### src/rtl/sobel_pkg.sv
// sobel_pkg: shared widths, tagged-sample type and helpers for the Sobel edge stage.
package sobel_pkg;
    localparam int PIX_W  = 8;
    localparam int GRAD_W = 11;
    localparam int MAG_W  = 11;
    localparam logic [PIX_W-1:0] SAT_MAX = 8'd255;

    typedef struct packed {
        logic             blank;
        logic [PIX_W-1:0] pix;
    } tpix_t;

    function automatic logic [GRAD_W-1:0] abs_g(input logic [GRAD_W-1:0] v);
        return v[GRAD_W-1] ? -v : v;
    endfunction
endpackage

### src/rtl/sobel_line_buffer.sv
// sobel_line_buffer: enable-gated delay line of tagged samples, one entry per accepted sample.
module sobel_line_buffer
    import sobel_pkg::*;
#(
    parameter int DEPTH = 400
) (
    input  logic  clock,
    input  logic  en,
    input  tpix_t d,
    output tpix_t q
);
    tpix_t [DEPTH-1:0] mem_q;

    always_ff @(posedge clock) begin
        if (en) mem_q <= {mem_q[DEPTH-2:0], d};
    end

    assign q = mem_q[DEPTH-1];
endmodule

### src/rtl/sobel_edge_window.sv
// sobel_edge_window: streaming 3x3 Sobel magnitude with saturation, threshold and blanking-aware borders.
module sobel_edge_window
    import sobel_pkg::*;
#(
    parameter int               LINE_LEN = 400,
    parameter logic [MAG_W-1:0] THRESH   = 11'd128
) (
    input  logic             clock,
    input  logic             reset,
    input  logic [PIX_W-1:0] din,
    input  logic             blanking_in,
    input  logic             validin,
    output logic [PIX_W-1:0] dout,
    output logic             edge_out,
    output logic             blanking_out,
    output logic             validout
);
    localparam int PRIME = 2*LINE_LEN + 2;
    localparam int CNT_W = $clog2(PRIME + 1);

    tpix_t              s_in, tap0, tap1;
    tpix_t [2:0][2:0]   win_q;
    logic [CNT_W-1:0]   cnt_q;
    logic               win_v_q, v1_q, blank1_q, ctr1_q;
    logic [GRAD_W-1:0]  gx_d, gy_d, gx_q, gy_q;
    logic               any_blank_d, ok_d;
    logic [MAG_W-1:0]   mag_d;
    logic [PIX_W-1:0]   dout_d, dout_q;
    logic               edge_q, blank_q, valid_q;

    assign s_in = '{blank: blanking_in, pix: din};

    sobel_line_buffer #(.DEPTH(LINE_LEN)) u_lb0 (.clock(clock), .en(validin), .d(s_in), .q(tap0));
    sobel_line_buffer #(.DEPTH(LINE_LEN)) u_lb1 (.clock(clock), .en(validin), .d(tap0), .q(tap1));

    // win_v_q marks a window whose oldest sample was accepted after reset
    always_ff @(posedge clock or negedge reset) begin
        if (!reset) begin
            cnt_q   <= '0;
            win_q   <= '0;
            win_v_q <= 1'b0;
        end else if (validin) begin
            if (cnt_q != CNT_W'(PRIME)) cnt_q <= cnt_q + 1'b1;
            for (int r = 0; r < 3; r++)
                for (int c = 0; c < 2; c++)
                    win_q[r][c] <= win_q[r][c+1];
            win_q[0][2] <= tap1;
            win_q[1][2] <= tap0;
            win_q[2][2] <= s_in;
            win_v_q     <= (cnt_q == CNT_W'(PRIME));
        end
    end

    always_comb begin
        gx_d = (GRAD_W'(win_q[0][2].pix) + (GRAD_W'(win_q[1][2].pix) << 1) + GRAD_W'(win_q[2][2].pix))
             - (GRAD_W'(win_q[0][0].pix) + (GRAD_W'(win_q[1][0].pix) << 1) + GRAD_W'(win_q[2][0].pix));
        gy_d = (GRAD_W'(win_q[2][0].pix) + (GRAD_W'(win_q[2][1].pix) << 1) + GRAD_W'(win_q[2][2].pix))
             - (GRAD_W'(win_q[0][0].pix) + (GRAD_W'(win_q[0][1].pix) << 1) + GRAD_W'(win_q[0][2].pix));
        any_blank_d = 1'b0;
        for (int r = 0; r < 3; r++)
            for (int c = 0; c < 3; c++)
                any_blank_d = any_blank_d | win_q[r][c].blank;
    end

    always_comb begin
        mag_d  = abs_g(gx_q) + abs_g(gy_q);
        ok_d   = v1_q & ~blank1_q;
        dout_d = !ok_d ? '0 : (mag_d > MAG_W'(SAT_MAX)) ? SAT_MAX : mag_d[PIX_W-1:0];
    end

    // Stalls freeze every stage; only validout drops for the stalled cycle
    always_ff @(posedge clock or negedge reset) begin
        if (!reset) begin
            gx_q     <= '0;
            gy_q     <= '0;
            v1_q     <= 1'b0;
            blank1_q <= 1'b0;
            ctr1_q   <= 1'b0;
            dout_q   <= '0;
            edge_q   <= 1'b0;
            blank_q  <= 1'b0;
            valid_q  <= 1'b0;
        end else if (validin) begin
            gx_q     <= gx_d;
            gy_q     <= gy_d;
            v1_q     <= win_v_q;
            blank1_q <= any_blank_d;
            ctr1_q   <= win_q[1][1].blank;
            dout_q   <= dout_d;
            edge_q   <= ok_d & (mag_d >= THRESH);
            blank_q  <= ctr1_q;
            valid_q  <= v1_q;
        end else begin
            valid_q  <= 1'b0;
        end
    end

    assign dout         = dout_q;
    assign edge_out     = edge_q;
    assign blanking_out = blank_q;
    assign validout     = valid_q;
endmodule
### config.mk
export PLATFORM = sky130hd
export DESIGN_NAME = sobel_edge_window
export DESIGN_NICKNAME = d
export VERILOG_FILES = /design/src/rtl/sobel_pkg.sv /design/src/rtl/sobel_line_buffer.sv /design/src/rtl/sobel_edge_window.sv
export SDC_FILE = /design/constraint.sdc
export NUM_CORES = 2
export LEC_CHECK = 0
export ABC_AREA = 1
export CAP_MARGIN = 5
export CORE_ASPECT_RATIO = 1.5
export CORE_MARGIN = 3
export CORE_UTILIZATION = 60
export DETAILED_ROUTE_END_ITERATION = 8
export HOLD_SLACK_MARGIN = 0.08
export PLACE_DENSITY = 0.76
export SYNTH_ARGS = -nofsm -noshare
export SYNTH_HDL_FRONTEND = slang
export SYNTH_SLANG_ARGS = --single-unit
### constraint.sdc
create_clock -name clock -period 5.9 [get_ports clock]
set_clock_uncertainty 0.1 [all_clocks]
set_input_delay 0.885 -clock clock [delete_from_list [all_inputs] [get_ports clock]]
set_output_delay 0.885 -clock clock [all_outputs]
set_load 0.05 [all_outputs]
==> results.yml <==
floorplanning:
  core_um2: 372000
  num_io_pins: 23
  dieArea_um2: 381000
  die_x_um: 505
  num_rows: 274
  initial_utilization: 0.603
  die_h_um: 755
power_and_ir_drop:
  p_leak_uw: 0.0849
  peakVddDrop_mv: 0.329
  total_power_uw: 107000
  p_per_area_nw_per_um2: 426
sta:
  period_needed_ns: 3.70
  timing_hold_violations_final: 0
  setup_tns_ns: 0
  grt_setup_unrepaired: "no"
  relSlewSlack: 0.266
  drv_slew: 0
  final.period_utilization: 0.627
  timing.fmax_ghz: 0.270
  whs_ns: 0.275
  setup_viol: 0
  worst_pin_slew_ns: 1.10
  finalWorstSetupSlack_ns: 2.20
global_routing:
  grt_pass1_wl_um: 505000
  grt_overflow: 0
  grt_pass1_vias: 78700
  grt_max_degree: 206
  grt_antenna_before_repair: 8
  grt_use_total: 0.172
yosys:
  synth_area_per_cell_um2: 27.7
  syn_area_um2: 224000
  yosysSeqAreaShare: 0.979
  syn_inst: 8104
  yosysWarnings: 0
  synth_cell_type_count: 34
  ys_ff_latch: 7327
  synth_nets: 8217
place:
  place_area_um2: 232000
  gp_congestion: 0.759
  portBuffers: 22
  hpwlAfterDp_um: 114000
  pre_cts_slack_ns: 2.17
worst_setup_path:
  end_kind: "flip-flop"
  cp.arrival_ns: 4.42
  crit_path_top_delay_cell: "fa_1"
  cp.required_ns: 6.62
  path_class: "flip-flop to flip-flop"
  timing.rr.start: "win_q[25]$_DFFE_PN0P_"
  crit_family: "adder cells"
  path_cells: "inv_1 -> fa_1 -> inv_1 -> fa_1 -> fa_1 -> inv_1 -> ha_1 -> a21oi_1 -> a21boi_0 -> nand2_1 -> or2_2 -> nand3_1 -> o21ai_0"
  crit_buf_inv: 3
  max_stage_delay_ns: 0.57
  r2r_cells: 13
  reg2reg_setup_slack_ns: 2.20
  worstSetupStartpoint: "win_q[25]$_DFFE_PN0P_"
  worst_setup_path_start_kind: "flip-flop"
  reg2reg_to: "gy_q[8]$_DFFE_PN0P_"
  crit_fanout: 5
clocking:
  htree_num_levels: 6
  root_buffer: "clkbuf_16"
  cts_resized: 0
  clk_pin_slew_ns: 0.07
  numCtsBuffers: 612
  cts_hold_buf: 1
  numClockSinks: 7327
  postCtsSetupBuffers: 0
  clock_path_buffers: 4
  cts_tree: "done"
  clock_latency_ns: 0.97
final_layout:
  layout_common_cells: "edfxtp_1, clkbuf_16, nand2_1"
  syn_to_final_growth_pct: 12.3
  fin_nets: 8940
  final_area_um2: 252000
  final_common_cell: "edfxtp_1"
  layout-drive-gt1-share: 0.107
drt:
  via_count: 76700
  firstDrtPassIters: 6
  top_layer: "met5"
  drc_errors: 0
  wirelength_um: 325000
  detail-route-antenna-nets: 0
  wl_met1_um: 147000
  wl_met3_um: 13400
  wl_met2_um: 157000
  drtIter0Drc: 8295
  viasPerCell: 5.37
  wire_per_inst_um: 22.7
min_path:
  holdPathEnd: "u_lb1.mem_q[567]$_DFFE_PP_"
  holdPathStages: 0
  min_from: "u_lb1.mem_q[558]$_DFFE_PP_"
  hold_path_class: "flip-flop to flip-flop"
flow_run:
  drv_cap: 0
run_status:
  outcome: "complete, no violations"
==> metrics by stage <==
step	std cells	utilization
global placement	13200	0.624
floorplan	8104	-
global route	14300	0.677
detailed placement	13200	0.624
finish	14300	0.677
CTS	14300	0.677
==> cell type report <==
type / instances / area [um2]
Tap cell: 4968 / 6220
Inverter: 141 / 529
Clock buffer: 743 / 16100
Antenna cell: 3 / 7.51
Fill cell: 21300 / 120000
Timing Repair Buffer: 133 / 1690
Sequential cell: 7327 / 219000
Multi-Input combinational cell: 612 / 4190
Clock inverter: 365 / 3660
==> report_power, final <==
group | switching [uW] | internal [uW] | total [uW] | leakage (uW)
Sequential | 1200 | 60600 | 61800 | 0.0721
Combinational | 3300 | 1530 | 4820 | 0.00329
Clock | 18400 | 22100 | 40600 | 0.00957
Total | 22900 | 84200 | 107000 | 0.0849
==> routing by layer <==
metal  vias up  global-route usage
met5         -                   0
met4         2              0.0461
met3       613              0.0251
met2      1764               0.264
met1     40500               0.269
li1      33800                   -
==> cell families after synthesis <==
group           Yosys count  share of synthesized area
xor+xnor                 36                    0.00141
fa+ha+maj               101                    0.00775
buf+inv                 165                    0.00279
simple gates            334                    0.00628
compound gates          141                    0.00326
flops                  7327                      0.979
==> registers in the layout (all words and copies together) (netlist names) <==
name          flops
validout          1
u_lb1.q           9
ctr1_q            1
gy_q             11
win_v_q           1
dout              8
win_q            80
cnt_q            10
blanking_out      1
u_lb0.q           9
edge_out          1
v1_q              1
u_lb1.mem_q    3591
gx_q             11
blank1_q          1
u_lb0.mem_q    3591
==> synth_stat cells, drive strengths merged <==
library cell	instances	area (um2)
nand3b	3	22.5
inv	141	529
a21o	1	7.51
edfxtp	7200	216000
nand2	242	923
a31oi	4	25.0
xnor2	5	43.8
xor2	31	272
o22ai	5	31.3
nor4	3	18.8
nor3	10	66.3
nand4	6	37.5
a21boi	1	7.51
dfrtp	127	3180
o21ai	104	521
a21oi	24	124
o211ai	1	7.51
or2	3	18.8
nand3	33	170
fa	63	1260
ha	38	475
clkbuf	14	52.6
a211oi	1	7.51
buf	10	43.8
nor2	34	151
==> worst max-delay path by stage <==
stage | to | slack (ns) | cells past startpoint
floorplan | gy_q[8]$_DFFE_PN0P_ | 2.52 | 13
global placement | gy_q[8]$_DFFE_PN0P_ | 2.03 | 13
detailed placement | gy_q[8]$_DFFE_PN0P_ | 2.17 | 13
CTS | gy_q[8]$_DFFE_PN0P_ | 2.15 | 13
global route | gy_q[8]$_DFFE_PN0P_ | 2.03 | 13
finish | gy_q[8]$_DFFE_PN0P_ | 2.20 | 13
Power figures use the tool's default switching activity.
